===== config.mk =====
export PLATFORM = sky130hd
export DESIGN_NAME = tile_sequence_ctrl
export DESIGN_NICKNAME = d
export VERILOG_FILES = /design/src/rtl/tile_sequence_ctrl.sv
export SDC_FILE = /design/constraint.sdc
export NUM_CORES = 1
export LEC_CHECK = 0
export BUFFER_PORTS_ARGS = -buffer_cell sky130_fd_sc_hd__buf_4
export CAP_MARGIN = 10
export CORE_MARGIN = 1.5
export CORE_UTILIZATION = 55
export CTS_CLUSTER_DIAMETER = 80
export DETAILED_ROUTE_END_ITERATION = 8
export PLACE_DENSITY = 0.79
export SLEW_MARGIN = 20
export SYNTH_ARGS = -nofsm -noshare
export SYNTH_HDL_FRONTEND = slang
export SYNTH_SLANG_ARGS = --single-unit

===== constraint.sdc =====
create_clock -name clk -period 2.07 [get_ports clk]
set_clock_uncertainty 0.15 [all_clocks]
set_input_delay 0.207 -clock clk [delete_from_list [all_inputs] [get_ports clk]]
set_output_delay 0.207 -clock clk [all_outputs]
set_load 0.005 [all_outputs]

===== src/rtl/tile_sequence_ctrl.sv =====
// Tile sequencer: fills SEQ_LEN legal tiles from the LFSR, then plays them over valid/ready with a gap.
// Fill takes 2 cycles per LFSR sample; tile_valid holds until tile_ready. Optional macro: NO_REPEAT_EN.
module tile_sequence_ctrl #(
  parameter int SEQ_LEN    = 6,
  parameter int NUM_TILES  = 6,
  parameter int GAP_CYCLES = 4
) (
  input  logic       clk,
  input  logic       reset_n,
  input  logic       start,
  input  logic [2:0] rand_num,
  output logic       rand_step,
  output logic [2:0] tile_num,
  output logic       tile_valid,
  input  logic       tile_ready,
  output logic       busy,
  output logic       done
);

  localparam int CW = $clog2(SEQ_LEN + 1);
  localparam int GW = $clog2(GAP_CYCLES + 1);
  localparam logic [CW-1:0] LAST_IDX = CW'(SEQ_LEN - 1);
  localparam logic [2:0]    MAX_TILE = 3'(NUM_TILES);
  localparam logic [GW-1:0] GAP_LOAD = GW'(GAP_CYCLES - 1);

  typedef enum logic [2:0] {IDLE, STEP, SAMPLE, PLAY, GAP, DONE} state_e;

  state_e        state_q, state_d;
  logic [CW-1:0] fill_q, fill_d;
  logic [CW-1:0] play_q, play_d;
  logic [GW-1:0] gap_q, gap_d;
  logic [2:0]    seq_q [2**CW];
  logic          accept;
  logic          wr_en;

  // Zero is the LFSR lock-up value and is never a legal tile.
`ifdef NO_REPEAT_EN
  assign accept = (rand_num != 3'd0) && (rand_num <= MAX_TILE) &&
                  !((fill_q != '0) && (rand_num == seq_q[fill_q - CW'(1)]));
`else
  assign accept = (rand_num != 3'd0) && (rand_num <= MAX_TILE);
`endif

  always_comb begin
    state_d    = state_q;
    fill_d     = fill_q;
    play_d     = play_q;
    gap_d      = gap_q;
    rand_step  = 1'b0;
    tile_valid = 1'b0;
    tile_num   = 3'd0;
    busy       = 1'b1;
    done       = 1'b0;
    wr_en      = 1'b0;
    case (state_q)
      IDLE: begin
        busy = 1'b0;
        if (start) begin
          state_d = STEP;
          fill_d  = '0;
        end
      end
      DONE: begin
        busy = 1'b0;
        done = 1'b1;
        if (start) begin
          state_d = STEP;
          fill_d  = '0;
        end else begin
          state_d = IDLE;
        end
      end
      STEP: begin
        rand_step = 1'b1;
        state_d   = SAMPLE;
      end
      SAMPLE: begin
        state_d = STEP;
        if (accept) begin
          wr_en  = 1'b1;
          fill_d = fill_q + CW'(1);
          if (fill_q == LAST_IDX) begin
            state_d = PLAY;
            play_d  = '0;
          end
        end
      end
      PLAY: begin
        tile_valid = 1'b1;
        tile_num   = seq_q[play_q];
        if (tile_ready) begin
          play_d = play_q + CW'(1);
          if (play_q == LAST_IDX) begin
            state_d = DONE;
          end else begin
            state_d = GAP;
            gap_d   = GAP_LOAD;
          end
        end
      end
      GAP: begin
        if (gap_q == '0) state_d = PLAY;
        else             gap_d   = gap_q - GW'(1);
      end
      default: state_d = IDLE;
    endcase
  end

  always_ff @(posedge clk or negedge reset_n) begin
    if (!reset_n) begin
      state_q <= IDLE;
      fill_q  <= '0;
      play_q  <= '0;
      gap_q   <= '0;
    end else begin
      state_q <= state_d;
      fill_q  <= fill_d;
      play_q  <= play_d;
      gap_q   <= gap_d;
    end
  end

  // Sequence storage is deliberately not reset; it is always refilled before play.
  always_ff @(posedge clk) begin
    if (wr_en) seq_q[fill_q] <= rand_num;
  end

endmodule

==> results.md <==
- Internal power: roughly 1.7 mW
- Die Height: between 60 and 70 µm
- DRT Pass-1 Iters: 4
- Sequential element share of the synthesized area: 0.5514
- Proportion of power drawn by combinational gates: 0.392
- Area contributors post-synth: sky130_fd_sc_hd__edfxtp_1, sky130_fd_sc_hd__dfrtp_1, sky130_fd_sc_hd__mux4_2
- Leakage power: between 0.8 and 0.9 nW
- Result of the run: finished, violations left
- Post-synthesis cell type count: 38
- Worst-skew pair later-pin latency: about 0.33 ns
- Overall Power: roughly 2.6 mW
- Remaining design rule violation count: 0
- Post-detailed-placement cell area: just over 0.002 mm²
- Final-stage net count: 186
- Most common cell after layout, fill and taps aside: sky130_fd_sc_hd__edfxtp_1
- Highest clock rate: roughly 0.48 GHz
- CTS root buf: sky130_fd_sc_hd__clkbuf_4
- Wire per inst: around 16 µm
- Initial core utilization: 0.5920
- Antenna Violating Nets Remaining: 0
- Critical Setup Path Class: reg2out
- TritonCTS clock tree: done
- Mean area per synthesized cell: roughly 13 µm²
- Portion of synthesized cell area occupied by the leading cell type: 0.3892
- Mapped cell area: approximately 0.0019 mm²
- Startpoint types: flip-flop
- Worst slew margin relative to its limit: 0.7083
- Area of the die: about 0.0037 mm²
- Number of antenna violations at the first check in global routing: 0
- First-pass GRT wire length: 5.782 mm
- Largest net degree at the start of global routing: 15
- Unrepaired setup endpoints after global routing: true
- Clock power share: 0.185
- Weighted congestion at the end of routability-driven global placement: about 0.8
- Post-route minimum period: around 2.1 ns
- Iter 0 DRT Violations: between 60 and 70
- Worst hold slack: 0.07991 ns
- Share of the cycle needed by the critical path after routing: 1.014
- Arrival @ worst endpoint: between 1.5 and 2 ns
- Die span in x: 61.03 µm
- Clock H-tree levels: 2
- GR Overflow Total: 0
- Post-detailed-routing wire length: about 3.5 mm
- Vias after detailed routing: ~1300
- Finished Layout Cells: between 200 and 250
- Number of standard-cell rows in the floorplan: 20
- Net load switching power: around 880 µW
- Via/cell ratio: roughly 6
- Switching part of the total power: 0.3416
- Worst path setup slack after routing: -0.02986 ns
- Total of fill cells in the finished design: 240
- CTS Buffer Depth: 2
- Power share of the sequential group: 0.423
- Warnings from Yosys: 0
- Count of clock tree sinks: 36
- CTS Buf Count: 5
- Number of slew-limit violations in the final report: 0
- Power density of the placed cells: approximately 1200 mW/mm²
- Antenna cells: 0
- Net count after synthesis: around 160
- Total Neg Setup Slack: -0.06816 ns
- Ratio of cells with drive above 1 in the final layout: 0.2529
- Register clock-pin slew on the reported worst setup and hold paths: roughly 0.1 ns
- Area growth, synth to finish: 16.89%
- Cell count after placement: a little over 200
- Leading cell types in the layout, fill and taps excluded: sky130_fd_sc_hd__edfxtp_1, sky130_fd_sc_hd__buf_4, sky130_fd_sc_hd__nor2_1, sky130_fd_sc_hd__dfrtp_1
- Vias in the first global route: 1207
- Total of flip-flops plus latches after synthesis: 36
- Worst hold path type: in2async
- Violations in the final reports: setup timing
- GR Util All Layers: 0.2231
- DP HPWL: between 2 and 3 mm
- Worst endpoint required time: 1.71 ns
- CP Max Fanout: 8
- Gate count after technology mapping: 146
- Hold violation total from the final report: 0
- Non-Filler Cell Area, Final: between 0.002 and 0.0025 mm²
- Cell type with the highest aggregate area in the netlist: sky130_fd_sc_hd__edfxtp_1
- Crit end category: output pin
- Max Cap Viol: 0
- Worst IR drop on VDD: ~0.78 mV
- Transition at the pin with the smallest max-transition slack: roughly 0.43 ns
- Port Buffer Count: 13
- Count of boundary I/O pins: 14
- Setup violators final: 3
- Core area: 0.003128 mm²
==> cells by family after synthesis <==
logic type / count (synthesis) / synth area share
and+or+nand+nor: 51 / 0.1716
DFF: 36 / 0.5514
xor gates and xnor gates: 1 / 0.004731
muxes: 10 / 0.09460
adders and majority gates: 6 / 0.04054
AOI/OAI and AO/OA: 27 / 0.09866
buffers and inverters: 15 / 0.03851
==> cell usage after synthesis <==
cell type                   n
sky130_fd_sc_hd__clkbuf_1   1
sky130_fd_sc_hd__o221ai_1   1
sky130_fd_sc_hd__and4b_1    1
sky130_fd_sc_hd__nor2_1    10
sky130_fd_sc_hd__mux2i_1    4
sky130_fd_sc_hd__nand4_1    2
sky130_fd_sc_hd__o21ai_0    8
sky130_fd_sc_hd__inv_1      8
sky130_fd_sc_hd__a22o_1     3
sky130_fd_sc_hd__or3b_4     1
sky130_fd_sc_hd__nor4_1     1
sky130_fd_sc_hd__ha_1       6
sky130_fd_sc_hd__o22a_1     1
sky130_fd_sc_hd__edfxtp_1  24
sky130_fd_sc_hd__dfrtp_1   12
sky130_fd_sc_hd__o211ai_1   4
sky130_fd_sc_hd__a221oi_1   2
sky130_fd_sc_hd__nor3_1     6
sky130_fd_sc_hd__nand4b_1   2
sky130_fd_sc_hd__nor4_2     1
sky130_fd_sc_hd__and3_1     2
sky130_fd_sc_hd__o22ai_1    3
sky130_fd_sc_hd__mux4_2     6
sky130_fd_sc_hd__o21a_1     1
sky130_fd_sc_hd__nand3b_1   4
sky130_fd_sc_hd__or3b_2     1
sky130_fd_sc_hd__or3_1      1
sky130_fd_sc_hd__nor3b_2    1
sky130_fd_sc_hd__or2_2      1
sky130_fd_sc_hd__buf_2      3
sky130_fd_sc_hd__a31oi_1    4
sky130_fd_sc_hd__nand2b_1   6
sky130_fd_sc_hd__nand2_1    5
sky130_fd_sc_hd__xor2_1     1
sky130_fd_sc_hd__nor3b_4    1
sky130_fd_sc_hd__and2_1     3
sky130_fd_sc_hd__buf_4      3
sky130_fd_sc_hd__nand3_1    2
==> metal layers <==
layer / up-vias / wire [µm] / track usage
met1: 635 / 1615 / 0.3333
met5: - / 0 / 0
met2: 27 / 1704 / 0.3191
met4: 0 / 51 / 0.08075
li1: 611 / - / -
met3: 6 / 172 / 0.05672
==> power by group through the flow <==
stage	logic [mW]	clock network, mW	registers [mW]
after global placement	0.934	0	1.09
final	1.01	0.475	1.09
after detailed placement	0.969	0	1.10
after floorplan	0.799	0	0.984
after global routing	1.12	0.514	1.12
after CTS	1.00	0.476	1.09
==> layout make-up <==
cell class | instances | area (µm²) | area share
multi-input combinational | 95 | 764.5 | 0.3532
clock inverter | 2 | 35.03 | 0.01618
timing repair buffer | 27 | 215.2 | 0.09942
clock buffer | 6 | 41.29 | 0.01908
tap | 44 | 55.05 | 0.02543
inverter | 8 | 30.03 | 0.01387
sequential | 36 | 1023 | 0.4728
==> state kept, by name (all words and copies together) (netlist names) <==
name	cells
gap_q	3
play_q	3
seq_q	24
state_q	3
fill_q	3
==> through the flow <==
stage                     setup WS [ns]  utilization
after CTS                      -0.03834       0.6872
final                          -0.02986       0.6920
after detailed placement         0.1498       0.6468
after global placement           0.1987       0.6468
after floorplan                  0.2157            -
after global routing            -0.1111       0.6920
==> critical path, cell delays in order (launching register included) <==
cell and delay (ns):
sky130_fd_sc_hd__dfrtp_2 0.51, sky130_fd_sc_hd__mux4_2 0.54, sky130_fd_sc_hd__a22o_1 0.22, sky130_fd_sc_hd__buf_4 0.13
==> final timing paths <==
kind	from	end	slack, ns	depth (start not counted)
worst max-delay path	play_q[0]	tile_num[2]	-0.03	3
worst min-delay path	reset_n	play_q[1]	0.08	2
worst max register to register	state_q[0]	seq_q[5][1]	0.23	3
worst min register to register	gap_q[0]	gap_q[0]	0.37	1
max in group asynchronous	reset_n	state_q[2]	1.52	2
min in group clk	start	fill_q[0]	0.16	4
==> repair_timing <==
| action | CTS | global route |
|---|---|---|
| hold buffers | 4 | 1 |
| hold endpoints to repair | 22 | 4 |
| resized for setup | 2 | 1 |
| pin swaps | 2 | 0 |
| setup buffers | 1 | 0 |
| setup endpoints to repair | 3 | 6 |
Power figures use the tool's default switching activity.
